**config.mk**
```make
export PLATFORM = sky130hd
export DESIGN_NAME = mac_product_accumulator
export DESIGN_NICKNAME = d
export VERILOG_FILES = /design/src/rtl/mac_acc_pkg.sv /design/src/rtl/mac_acc_counter.sv /design/src/rtl/mac_product_accumulator.sv
export SDC_FILE = /design/constraint.sdc
export NUM_CORES = 1
export LEC_CHECK = 0
export ABC_AREA = 0
export BUFFER_PORTS_ARGS = -buffer_cell sky130_fd_sc_hd__buf_2
export CAP_MARGIN = 20
export CORE_MARGIN = 2
export CORE_UTILIZATION = 50
export CTS_CLUSTER_SIZE = 24
export DETAILED_ROUTE_END_ITERATION = 12
export PLACE_DENSITY_LB_ADDON = 0.05
export SLEW_MARGIN = 20
export SYNTH_ARGS = -nofsm -noshare
export SYNTH_HDL_FRONTEND = slang
export SYNTH_SLANG_ARGS = --single-unit
```
**constraint.sdc**
```tcl
create_clock -name clk -period 5.8 [get_ports clk]
set_clock_uncertainty 0.2 [all_clocks]
set_input_delay 0.29 -clock clk [delete_from_list [all_inputs] [get_ports clk]]
set_output_delay 0.29 -clock clk [all_outputs]
set_load 0.05 [all_outputs]
```
**src/rtl/mac_acc_pkg.sv**
```systemverilog
// Shared types and constants for the multiply-accumulate product accumulator.
package mac_acc_pkg;

   typedef enum logic {
      ACC  = 1'b0,
      HOLD = 1'b1
   } state_t;

   localparam int unsigned PROD_W   = 7;
   localparam int unsigned PROD_MAX = 105;

endpackage

```
**src/rtl/mac_acc_counter.sv**
```systemverilog
// Frame counter: counts accepted products and flags the final product of a frame.
module mac_acc_counter
#(
   parameter int unsigned LEN = 8
) (
   input  logic clk,
   input  logic rst,
   input  logic inc,
   input  logic clear,
   output logic last
);
   import mac_acc_pkg::*;

   localparam logic [7:0] LAST_CNT = 8'(LEN - 1);

   logic [7:0] cnt;

   assign last = (cnt == LAST_CNT);

   always_ff @(posedge clk or posedge rst) begin
      if (rst) begin
         cnt <= '0;
      end else if (clear) begin
         cnt <= '0;
      end else if (inc) begin
         cnt <= last ? '0 : cnt + 8'd1;
      end
   end

endmodule

```
**src/rtl/mac_product_accumulator.sv**
```systemverilog
// Sums LEN multiplier products per frame and presents the sum on a valid/ready port.
// Build option MAC_ACC_SAT_EN: saturate the accumulator on carry-out instead of wrapping.
module mac_product_accumulator
#(
   parameter int unsigned PROD_W = 7,
   parameter int unsigned ACC_W  = 10,
   parameter int unsigned LEN    = 8
) (
   input  logic              clk,
   input  logic              rst,
   input  logic              clr,
   input  logic              in_valid,
   output logic              in_ready,
   input  logic [PROD_W-1:0] prod,
   output logic              out_valid,
   input  logic              out_ready,
   output logic [ACC_W-1:0]  sum,
   output logic              ovf
);
   import mac_acc_pkg::state_t;
   import mac_acc_pkg::ACC;
   import mac_acc_pkg::HOLD;

   state_t           state, state_nxt;
   logic [ACC_W-1:0] acc, acc_nxt;
   logic             ovf_nxt;
   logic             accept;
   logic             last;
   logic [ACC_W:0]   add;

   // Handshake outputs depend on state only, so there is no input-to-output path.
   assign in_ready  = (state == ACC);
   assign out_valid = (state == HOLD);
   assign sum       = acc;
   assign accept    = in_valid & in_ready;
   assign add       = {1'b0, acc} + (ACC_W+1)'(prod);

   mac_acc_counter #(
      .LEN (LEN)
   ) u_counter (
      .clk   (clk),
      .rst   (rst),
      .inc   (accept),
      .clear (clr),
      .last  (last)
   );

   always_ff @(posedge clk or posedge rst) begin
      if (rst) begin
         state <= ACC;
         acc   <= '0;
         ovf   <= 1'b0;
      end else begin
         state <= state_nxt;
         acc   <= acc_nxt;
         ovf   <= ovf_nxt;
      end
   end

   always_comb begin
      state_nxt = state;
      acc_nxt   = acc;
      ovf_nxt   = ovf;
      if (clr) begin
         state_nxt = ACC;
         acc_nxt   = '0;
         ovf_nxt   = 1'b0;
      end else begin
         case (state)
            ACC: begin
               if (accept) begin
                  ovf_nxt = ovf | add[ACC_W];
`ifdef MAC_ACC_SAT_EN
                  acc_nxt = add[ACC_W] ? '1 : add[ACC_W-1:0];
`else
                  acc_nxt = add[ACC_W-1:0];
`endif
                  if (last) begin
                     state_nxt = HOLD;
                  end
               end
            end
            HOLD: begin
               if (out_ready) begin
                  state_nxt = ACC;
                  acc_nxt   = '0;
                  ovf_nxt   = 1'b0;
               end
            end
            default: state_nxt = ACC;
         endcase
      end
   end

endmodule

```
-- Word level (Yosys, flattened, before mapping)
Cells that the tools add are included.
- magnitude comparators: 0
- eq/ne operators: 3
- add/sub/neg operators: 2
- multipliers: 0
- shift-type cells: 0
- reductions and logical operators: 2
- multiplexer cells: 16
- bitwise operators: 3
- divide/modulo/power cells: 0
- operators with widths (kind ; number):
    two-way mux 10 bit ; 3
    two-way mux 8 bit ; 3
    one-hot mux 10 bit (2 select lines) ; 1
    adder 10 x 7 -> 11 bit ; 1
    adder 8 x 1 -> 8 bit, second input constant ; 1
    == test 8 x 3 -> 1 bit, second input constant ; 1
    two-way mux 1 bit ; 7
    one-hot mux 1 bit (2 select lines) ; 2
    inequality test 3 x 2 -> 1 bit, second input constant ; 1
    inequality test 3 bit, second input constant ; 1
    AND reduction 2 bit ; 1
    nonzero test 2 bit ; 1
    bitwise AND 1 bit ; 1
    NOT 1 bit ; 1
    bitwise OR 1 bit ; 1
- memory bits (writable): 0
- ROM bits: 0
- bits in latches: 0
- bits in registers: 20
- memories: 0
- input bits: 12

-- Depth between registers and ports, before layout
- depth after elaboration: 5
- gate-level depth with buffers: 8
- mapped depth without buffers: 8

-- Modules after synthesis
Synthesis repeated with hierarchy kept, for this count alone.
- cell total of the unflattened synthesis: 140
- area total of the unflattened synthesis: 1263.7 um^2
- modules (own cells, without submodules) (module ; instances ; area each (um^2) ; cells an instance ; sequential area each (um^2)):
    mac_product_accumulator ; 1 ; 819.5 ; 94 ; 300.3
    mac_acc_counter ; 1 ; 444.2 ; 46 ; 200.2

-- Worst setup path before layout
OpenSTA, ideal clock, no wires.
- path kind: register to register
- from: reg acc[0], in the netlist sum[0]
- to: reg acc[6], in the netlist sum[6]
- path slack: 3.407 ns
- data arrival time: 2.072 ns
- path buffers: 0
- cell stages (with the launch flop): 9
- required time: 5.478 ns
- clock period less this slack: 2.393 ns
- path through: dfrtp_1 -> ha_1 -> inv_1 -> fa_1 -> nor2b_1 -> o211ai_2 -> a21boi_1 -> o21ai_0 -> a32o_1
- longest elaborated chain between the ends: 4
- ends and longest elaborated chain (what ; line ; RTL):
    start: declaration ; mac_product_accumulator.sv:25 ; logic [ACC_W-1:0] acc, acc_nxt;
    start signal: assignment ; mac_product_accumulator.sv:55 ; acc <= acc_nxt;
    adder 10 x 7 -> 11 bit ; mac_product_accumulator.sv:36 ; assign add = {1'b0, acc} + (ACC_W+1)'(prod);
    two-way mux 10 bit ; mac_product_accumulator.sv:71 ; if (accept) begin
    one-hot mux 10 bit (2 select lines) ; mac_product_accumulator.sv:69 ; case (state)
    two-way mux 10 bit ; mac_product_accumulator.sv:64 ; if (clr) begin
Every way passes these cells. The select of a mux whose other input is x is not followed.
A chain may end at the register's enable or synchronous reset.

-- Worst setup path in the final report
Same ends and word-level chain as after synthesis.

==> results.sh <==
export IMPL_clk_latency_ps=300
export IMPL_met3_usage=0.0395
export IMPL_gp_congestion=0.853
export IMPL_postCtsResizedCells=0
export IMPL_synth_yosys_seq_area_share=0.409
export IMPL_comb_power_share=0.271
export IMPL_fin_cells=188
export IMPL_utilization=0.630
export IMPL_holdWs_ps=51.4
export IMPL_critical_path_class="reg2reg"
export IMPL_grt_busiest_layer="met2"
export IMPL_syn_inst=134
export IMPL_drive_above_1_share=0.200
export IMPL_place_ws_ps=3620
export IMPL_diodes=0
export IMPL_final_common_cell="buf_2"
export IMPL_start_util=0.543
export IMPL_firstDrtPassIters=4
export IMPL_fin_area_sq_um=1420
export IMPL_cts_clk_slew_worst_paths_ps=120
export IMPL_synth_edff_count=0
export IMPL_worstHoldPathType="in2reg"
export IMPL_route_detailed_drc=0
export IMPL_ant_nets=0
export IMPL_drtIter0Drc=34
export IMPL_yosys_warnings=0
export IMPL_dieArea_sq_um=2860
export IMPL_cts_buffers=3
export IMPL_p_seq_frac=0.418
export IMPL_ios=25
export IMPL_core_sq_um=2250
export IMPL_slew_headroom=0.505
export IMPL_grt_pass1_wl_um=4440
export IMPL_clkPwrFrac=0.312
export IMPL_wirelength_um=2510
export IMPL_wl_per_cell_um=13.4
export IMPL_htreeDepth=1
export IMPL_dp_cells=183
export IMPL_end_kind="flop"
export IMPL_rows=17
export IMPL_synth_top_cell_area_share=0.409
export IMPL_start_kind="flop"
export IMPL_placed_area_sq_um=1360
export IMPL_fmax_mhz=452
export IMPL_synthesis_nets=155
export IMPL_worstMarginPinSlew_ps=741
export IMPL_powerDensity_nw_per_um2=259
export IMPL_routed_via_count=1061
export IMPL_die_w_um=53.5
export IMPL_ir_drop_uv=167
export IMPL_hold_violations=0
export IMPL_power_internal_uw=250
export IMPL_fin_ws_ps=3590
export IMPL_fp_dieH_um=53.5
export IMPL_setup_viol=0
export IMPL_final_seq_area_sq_um=500
export IMPL_outcome="finished, final reports clean"
export IMPL_grt_util_met1=0.269
export IMPL_grt_pass1_vias=999
export IMPL_root_buffer="clkbuf_4"
export IMPL_grt_start_max_net_pins=21
export IMPL_slew_violations=0
export IMPL_cts_tree="done"
export IMPL_period_share=0.382
export IMPL_grtUsageMet2=0.362
export IMPL_postCtsSetupBuffers=0
export IMPL_cts_hold_buffers_added=1
export IMPL_io_buffer_count=24
export IMPL_clock_path_buffers=2
export IMPL_leakagePower_nw=0.680
export IMPL_final_cell_mix="buf_2, dfrtp_1, a21oi_1, nor2_1, nand2_1"
export IMPL_synth_cell_types=35
export IMPL_routed_via_density=5.64
export IMPL_overflow=0
export IMPL_tns_ps=0
export IMPL_antenna_found_initial=0
export IMPL_grt_usage=0.218
export IMPL_dpl_hpwl_um=1920
export IMPL_async_flop_share=1.00
export IMPL_path_max_fanout=3
export IMPL_synthFlopType="dfrtp_1"
export IMPL_finalNetCount=182
export IMPL_fillers=218
export IMPL_crit_arrival_ps=2220
export IMPL_max_cap_violations=0
export IMPL_period_minus_slack_ps=2210
export IMPL_cp_required_ps=5810
export IMPL_rsz0062_at_grt="false"
export IMPL_clock_sinks=20
export IMPL_synth_seq_cells=20
export IMPL_power_total_uw=367
export IMPL_synth_area_leaders="dfrtp_1, ha_1, a21oi_1"
export IMPL_yosys_area_top_type="dfrtp_1"
export IMPL_swShare=0.319
export IMPL_multiInputGateArea_sq_um=683
export IMPL_avgSynthCellArea_sq_um=9.14
export IMPL_areaGrowthSynthToFinish_pct=15.9
export IMPL_p_sw_uw=117
export IMPL_syn_area_sq_um=1220
-- state kept, by name, indices dropped and copies added (netlist names) --
signal	count
out_valid	1
ovf	1
sum	10
u_counter.cnt	8
-- path summary, 6_finish.rpt --
path	start	to	slack (ps)	cells after the start
max in group asynchronous	rst	sum[0]	4480	3
min	in_valid	out_valid	50	3
min in group asynchronous	rst	u_counter.cnt[7]	450	3
min reg2reg	ovf	ovf	310	2
max	sum[0]	sum[6]	3590	8
max reg2reg	sum[0]	sum[6]	3590	8
-- power by group through the flow --
stage                     sequential, mW  combinational (mW)  clock [mW]
final                              0.153              0.0994       0.115
after floorplan                    0.179              0.0541           0
after global routing               0.155               0.112       0.125
after detailed placement           0.156              0.0985           0
after CTS                          0.154              0.0996       0.117
after global placement             0.156              0.0976           0
-- critical path, cell delays in order (launching register included) --
cell,delay [ps]
dfrtp_1,390
ha_1,170
inv_1,60
fa_1,400
nor2b_1,230
o211ai_2,140
a21boi_1,180
o21ai_0,90
a32o_1,260
-- cells by family after synthesis --
group / synth area share
buf+inv: 0.0337
compound gates: 0.176
fa+ha+maj: 0.0981
xor+xnor: 0.0643
simple gates: 0.220
flops: 0.409
-- Yosys cell counts (all sizes together) (3+ instances only) --
cell / n
o21ai: 9
inv: 5
xnor2: 4
nand3: 6
nor3: 6
nor2: 15
dfrtp: 20
nor2b: 3
o31ai: 3
ha: 8
nand4: 3
a21oi: 15
nand2: 9
xor2: 5
-- final cells by class --
cell class,instances,area share
Tap cell,28,0.0247
Sequential cell,20,0.352
Multi-Input combinational cell,106,0.481
Inverter,5,0.0132
Clock buffer,3,0.0159
Timing Repair Buffer,25,0.0916
Clock inverter,1,0.0211
-- metal layers --
metal  vias up  wire length, um
li1        534                -
met1       492             1120
met2        25             1220
met3        10               88
met4         0               79
met5         -                0
Note: power is estimated with default switching activity, not from simulation.
